### src/rtl/adder_tree_pkg.sv
// Shared definitions for the adder-tree datapath: default geometry and the
// loader FSM state encoding. Imported by adder_tree_loader and adder_tree_top.
package adder_tree_pkg;

  localparam int unsigned DEF_ADDER_WIDTH = 18;
  localparam int unsigned DEF_LANES       = 8;

  // FILL: collecting samples (in_ready high); HOLD: a completed frame waits
  // for the output slot (in_ready low).
  typedef enum logic {
    ST_FILL = 1'b0,
    ST_HOLD = 1'b1
  } loader_state_e;

endpackage : adder_tree_pkg

### src/rtl/adder_tree_loader.sv
// Collects a stream of samples into fixed-width frames of LANES operands for a
// downstream adder tree. A frame closes after LANES samples or on in_last;
// unpopulated lanes are zeroed and out_count reports how many are populated.
//
// Ports:
//   clk, rst_n            clock, asynchronous active-low reset
//   in_data/valid/last    sample stream; in_ready is registered from state
//   out_lanes/count/valid frame to the adder tree, held while out_ready low
//   out_ready             adder tree accepts the presented frame
module adder_tree_loader
  import adder_tree_pkg::*;
#(
  parameter int unsigned ADDER_WIDTH = DEF_ADDER_WIDTH,
  parameter int unsigned LANES       = DEF_LANES
) (
  input  logic                           clk,
  input  logic                           rst_n,
  input  logic [ADDER_WIDTH-1:0]         in_data,
  input  logic                           in_valid,
  input  logic                           in_last,
  output logic                           in_ready,
  output logic [LANES*ADDER_WIDTH-1:0]   out_lanes,
  output logic [$clog2(LANES+1)-1:0]     out_count,
  output logic                           out_valid,
  input  logic                           out_ready
);

  localparam int unsigned FW = $clog2(LANES);
  localparam int unsigned CW = $clog2(LANES+1);

  loader_state_e state_q, state_d;

  logic [ADDER_WIDTH-1:0]       fill_q [LANES];
  logic [FW-1:0]                fill_cnt_q;
  logic [CW-1:0]                hold_cnt_q;

  logic                         accept_c;
  logic                         complete_c;
  logic                         slot_free_c;
  logic                         load_c;
  logic [CW-1:0]                frame_cnt_c;
  logic [LANES*ADDER_WIDTH-1:0] frame_c;

  // Handshake qualifiers; in_ready is a flop so acceptance never depends on
  // out_ready combinationally.
  always_comb begin
    accept_c    = in_valid && in_ready && (state_q == ST_FILL);
    complete_c  = (fill_cnt_q == FW'(LANES-1)) || in_last;
    slot_free_c = !out_valid || out_ready;
    load_c      = (state_q == ST_FILL && accept_c && complete_c && slot_free_c) ||
                  (state_q == ST_HOLD && out_ready);
  end

  // Frame assembly: in FILL the arriving sample is merged into its lane so the
  // frame loads with one cycle of latency; in HOLD the stored frame is used.
  always_comb begin
    frame_c     = '0;
    frame_cnt_c = (state_q == ST_HOLD) ? hold_cnt_q : (CW'(fill_cnt_q) + CW'(1));
    for (int unsigned k = 0; k < LANES; k++) begin
      if (CW'(k) < frame_cnt_c) begin
        if (state_q == ST_FILL && FW'(k) == fill_cnt_q) begin
          frame_c[k*ADDER_WIDTH +: ADDER_WIDTH] = in_data;
        end else begin
          frame_c[k*ADDER_WIDTH +: ADDER_WIDTH] = fill_q[k];
        end
      end
    end
  end

  // Next-state logic. HOLD implies out_valid, so out_ready alone frees the slot.
  always_comb begin
    state_d = state_q;
    case (state_q)
      ST_FILL: if (accept_c && complete_c && !slot_free_c) state_d = ST_HOLD;
      ST_HOLD: if (out_ready) state_d = ST_FILL;
      default: state_d = ST_FILL;
    endcase
  end

  // State register.
  always_ff @(posedge clk or negedge rst_n) begin
    if (!rst_n) state_q <= ST_FILL;
    else        state_q <= state_d;
  end

  // Control and output registers.
  always_ff @(posedge clk or negedge rst_n) begin
    if (!rst_n) begin
      in_ready   <= 1'b0;
      fill_cnt_q <= '0;
      hold_cnt_q <= '0;
      out_lanes  <= '0;
      out_count  <= '0;
      out_valid  <= 1'b0;
    end else begin
      in_ready <= (state_d == ST_FILL);

      if (accept_c) begin
        if (complete_c) begin
          fill_cnt_q <= '0;
          hold_cnt_q <= CW'(fill_cnt_q) + CW'(1);
        end else begin
          fill_cnt_q <= fill_cnt_q + FW'(1);
        end
      end

      if (load_c) begin
        out_lanes <= frame_c;
        out_count <= frame_cnt_c;
        out_valid <= 1'b1;
      end else if (out_ready) begin
        out_valid <= 1'b0;
      end
    end
  end

  // Lane storage; stale contents beyond the fill count are masked on load,
  // so no reset is needed here.
  always_ff @(posedge clk) begin
    if (accept_c) fill_q[fill_cnt_q] <= in_data;
  end

endmodule : adder_tree_loader

### config.mk
export PLATFORM = sky130hd
export DESIGN_NAME = adder_tree_loader
export DESIGN_NICKNAME = d
export VERILOG_FILES = /design/src/rtl/adder_tree_pkg.sv /design/src/rtl/adder_tree_loader.sv
export SDC_FILE = /design/constraint.sdc
export NUM_CORES = 1
export LEC_CHECK = 0
export CORE_ASPECT_RATIO = 1.2
export CORE_MARGIN = 2
export CORE_UTILIZATION = 50
export CTS_CLUSTER_SIZE = 30
export DETAILED_ROUTE_END_ITERATION = 10
export PLACE_DENSITY = 0.74
export SLEW_MARGIN = 5
export SYNTH_ARGS = -nofsm -noshare
export SYNTH_HDL_FRONTEND = slang
export SYNTH_SLANG_ARGS = --single-unit
### constraint.sdc
create_clock -name clk -period 5.55 [get_ports clk]
set_input_delay 1.11 -clock clk [delete_from_list [all_inputs] [get_ports clk]]
set_output_delay 1.11 -clock clk [all_outputs]
set_load 0.1 [all_outputs]
Word-level counts from Yosys, hierarchy flattened:

Memories as Yosys holds them, arrays and structs flattened.
Cells that the tools add are included.
W data, S select, Z words.

* register bits after elaboration: 158
* RAM bits: 144
* input port bits: 23
* output and inout port bits: 150
* word-level logic and storage cells: 77
* memories: 1

Memory list
* fill_q: depth 8, width 18, read ports 8, clocked after Yosys merged registers in 0, write ports 1, RTL line adder_tree_loader.sv:33 `logic [ADDER_WIDTH-1:0] fill_q [LANES];`

* $add $sub $neg: 2
* order comparisons: 8
* equal/unequal tests: 8
* muxes and demuxes: 25
* bitwise operators: 2
* reductions and logical operators: 24

Operators by type and width (count)
* $mux W18: 16
* $logic_and A1 B1 Y1: 16
* $lt A3 B4 Y1 const A: 4
* $eq A3 B3 Y1 const A: 4
* $lt A1 B4 Y1 const A: 2
* $lt A2 B4 Y1 const A: 2
* $eq A2 B3 Y1 const A: 2
* $mux W1: 6
* $add A3 B1 Y4 const B: 1
* $mux W4: 1
* $add A3 B1 Y3 const B: 1
* $eq A1 B3 Y1 const A: 1
* $eq A3 B3 Y1 const B: 1
* $logic_not A3 Y1: 1
* $logic_or A1 B1 Y1: 3
* $mux W3: 1
* $logic_not A1 Y1: 2
* $not A1 Y1: 2
* $pmux W1 S2: 1
* $reduce_and A2 Y1: 1
* $reduce_bool A2 Y1: 1

Logic depth before layout (Yosys ltp):

* depth after elaboration: 7
* gate-level depth with buffers: 8
* mapped depth without buffers: 6

Worst setup path after synthesis:

No wires, ideal clock.

* kind: input -> register
* start: in in_valid
* end: mem fill_q[0][0] (netlist bit), enable pin
* setup time: 439 ps
* arrival: 3194 ps
* required time: 5111 ps
* setup slack: 1917 ps
* cell stages on the path: 3
* buffers on the path: 1
* cell sequence: nand3b_4 -> clkbuf_1 -> nor4_1

* cells in the longest elaborated chain, start to end: 4

Ends and longest elaborated chain
* from (decl): RTL line adder_tree_loader.sv:19 `input logic in_valid,`
* $logic_and A1 B1 Y1 (2 in series): RTL line adder_tree_loader.sv:47 `accept_c = in_valid && in_ready && (state_q == ST_FILL);`
* $mux W1: RTL line adder_tree_loader.sv:120 `if (accept_c) fill_q[fill_cnt_q] <= in_data;`
* $mux W1 (implied by the code): RTL line adder_tree_loader.sv:120
* to (decl): RTL line adder_tree_loader.sv:33

No other way between the ends.

Worst setup path after layout:

* start: reg in_ready
* end: out in_ready

RTL lines
* from (decl): RTL line adder_tree_loader.sv:21 `output logic in_ready,`
* from (signal assigned): RTL line adder_tree_loader.sv:96 `in_ready <= (state_d == ST_FILL);`

No word-level cell between the ends.

==> flow_summary.yaml <==
run_status:
  outcome: "finished, final reports clean"
timing:
  worst_pin_slew_ns: 1.20
  post-route-period-util: 0.590
  finalClockSkew_ns: 0.0225
  hold_viol: 0
  tns_ns: 0
  rsz0062_at_grt: "false"
  fmax_ghz: 0.306
  post-route-min-period_ns: 3.27
  slew_viol_final: 0
  slew_headroom: 0.203
  setup_violations: 0
routing:
  firstDrtPassIters: 4
  finalWirelength_mm: 27.9
  wl_met2_mm: 13.6
  top_layer: "met4"
  remaining_drc_errors: 0
  drtIter0Drc: 527
  wl_per_cell_um: 20.2
  postRouteAntennaNets: 0
  drt-met1-wl_mm: 12.2
  num_vias: 7568
  vias_per_cell: 5.47
  wl_met3_mm: 1.63
placed_design:
  placed_area_sq_um: 14000
  globalplace.congestion: 0.793
  hpwl_mm: 17.3
  port-buffer-count: 172
clock_network:
  cts-root-buf: "clkbuf_16"
  postCtsSetupRepairBufs: 0
  cts_tree: "yes"
  cts-resized-gates: 0
  cts_buffers: 29
  cts_hold_buf: 0
  cts.sinks: 302
  cts-htree-levels: 1
  path_clk_slew_ns: 0.06
  cts_max_path_buffers: 3
  clock_latency_ns: 0.55
hold_path:
  holdPathStages: 2
  hold_class: "flop to flop"
  min-delay-start: "out_lanes[93]"
  worstHoldEndpoint: "out_lanes[93]"
floorplanning:
  die_h_um: 174
  core_sq_um: 23800
  die_w_um: 146
  floorplan.io_pins: 173
  die-area_sq_um: 25400
  initial_core_util: 0.507
  row_count: 62
yosys:
  ys_ff_latch: 302
  yosys_warnings: 0
  synth_area_per_cell_sq_um: 13.6
  synth_cell_types: 41
  synth_edf_count: 144
  syn-num-nets: 918
  synthArstFlopShare: 0.523
  netlist_instances: 889
  syn_area_sq_um: 12100
  synth_flop_cell: "dfrtp_1"
  ys_seq_area_frac: 0.686
finish:
  nets: 1070
  area_delta_synth_final_pct: 23.8
  fin_util: 0.628
  final_area_sq_um: 15000
  drive_above_1_share: 0.0893
  antenna_cells: 0
  fillers: 1808
setup_path:
  crit_arrival_ns: 2.16
  cp_num_buf_inv: 1
  slowest_delay_ns: 1.18
  regToRegStartpoint: "fill_cnt_q[0]"
  start_kind: "flop"
  crit_required_ns: 4.44
  timing.rr.end: "out_lanes[2]"
  worstSetupPathType: "flop to output pin"
  cp_max_fo: 4
  rrSetupSlack_ns: 2.54
  crit_chain: "clkdlybuf4s50_1"
  reg2reg_depth: 6
  crit_family: "buffers and inverters"
  cp_slowest_cell: "clkdlybuf4s50_1"
  critPathCaptureType: "output pin"
power_and_ir_drop:
  cellPowerDensity_nw_per_um2: 534
  ir_drop_mv: 0.474
  p_leak_uw: 0.00627
grt:
  antenna_found_initial: 0
  grt_pass1_vias: 7515
  grt_remaining_overflow: 0
  grt_max_degree: 140
  grt_pass1_wl_mm: 43.5
  grt_usage: 0.218
run:
  maxCapViolCount: 0
## cell type report
class	count	area (sq um)	area share
well taps	320	400	0.0268
flip-flops and latches	302	8280	0.554
clock buffers	43	878	0.0587
inverters	3	11.3	0.000753
repair buffers	184	1830	0.122
clock inverters	11	114	0.00762
multi-input cells	521	3440	0.230
## sequential cells by signal, indices dropped and copies added, names as in the netlist
register,flops
fill_q,144
out_lanes,144
hold_cnt_q,4
out_count,4
fill_cnt_q,3
in_ready,1
out_valid,1
state_q,1
## synth_stat cells (2+ instances only)
cell type,count,area [sq um]
o21ai_4,6,97.6
buf_4,6,45.0
buf_6,14,158
and2_1,3,18.8
buf_2,16,80.1
nand2_1,161,604
nor2b_1,3,18.8
mux2i_1,147,1470
edfxtp_1,144,4320
buf_1,7,26.3
inv_1,3,11.3
clkbuf_4,3,22.5
clkbuf_1,17,63.8
o21ai_0,69,345
nor2_1,7,26.3
o31ai_4,2,42.5
nor2_2,2,12.5
nor4_1,6,37.5
dfrtp_1,158,3950
a21oi_1,3,15.0
or2_2,3,18.8
nand2_4,4,45.0
o21ai_2,2,17.5
ha_1,6,75.1
nor3_1,2,10.0
o21ai_1,80,400
## cell usage in the layout, fill, tap and decap left out, types with 2 or more instances in the layout
master	instances
nor2_1	6
clkdlybuf4s50_1	171
nor2_2	3
clkinv_2	5
clkbuf_16	29
clkbuf_8	10
nand2_1	161
inv_1	3
inv_4	2
dfrtp_1	158
o21ai_2	2
o31ai_4	2
o21ai_1	80
edfxtp_1	144
nor4_2	5
o21ai_4	6
ha_1	6
o21ai_0	69
bufinv_16	2
mux2i_1	147
nor2b_1	2
or2_2	3
clkbuf_1	4
nor3_2	2
and2_1	3
nand2_4	4
a21oi_1	3
buf_4	11
## how the worst max path moves through the flow
stage | from | to | slack, ns | depth (start not counted)
after global placement | in_valid | out_lanes[3] | 2.23 | 5
after CTS | in_ready | in_ready | 2.26 | 1
final | in_ready | in_ready | 2.28 | 1
after detailed placement | in_valid | out_lanes[3] | 2.13 | 5
after global routing | in_ready | in_ready | 2.24 | 1
after floorplan | in_valid | fill_q[0][0] | 1.92 | 3
## metrics by stage
step | hold WS, ns | worst slack [ns] | instances | power (uW)
6_report | 0.480 | 2.28 | 1384 | 7980
5_1_grt | 0.507 | 2.24 | 1384 | 8240
4_1_cts | 0.484 | 2.26 | 1384 | 8030
3_5_place_dp | 0.471 | 2.13 | 1330 | 6030
3_3_place_gp | 0.461 | 2.23 | 1330 | 6000
2_1_floorplan | 0.450 | 1.92 | 889 | 5260
## cell families after synthesis
group / Yosys count / share of synthesized area
AOI/OAI and AO/OA: 170 / 0.0819
adders and majority gates: 6 / 0.00622
buffers and inverters: 66 / 0.0337
DFF: 302 / 0.686
muxes: 147 / 0.122
and+or+nand+nor: 198 / 0.0709
## power breakdown
group / total (uW) / switching [uW] / leakage [uW] / internal (uW)
registers: 2910 / 233 / 0.00344 / 2670
clock network: 2000 / 811 / 0.000495 / 1190
logic: 3080 / 2410 / 0.00234 / 667
## per-layer routing
layer / vias up / GRT usage
met4: 0 / 0.0470
met3: 36 / 0.0325
met5: - / 0
met1: 3829 / 0.308
met2: 246 / 0.361
li1: 3457 / -
(Power assumes the default switching activity.)
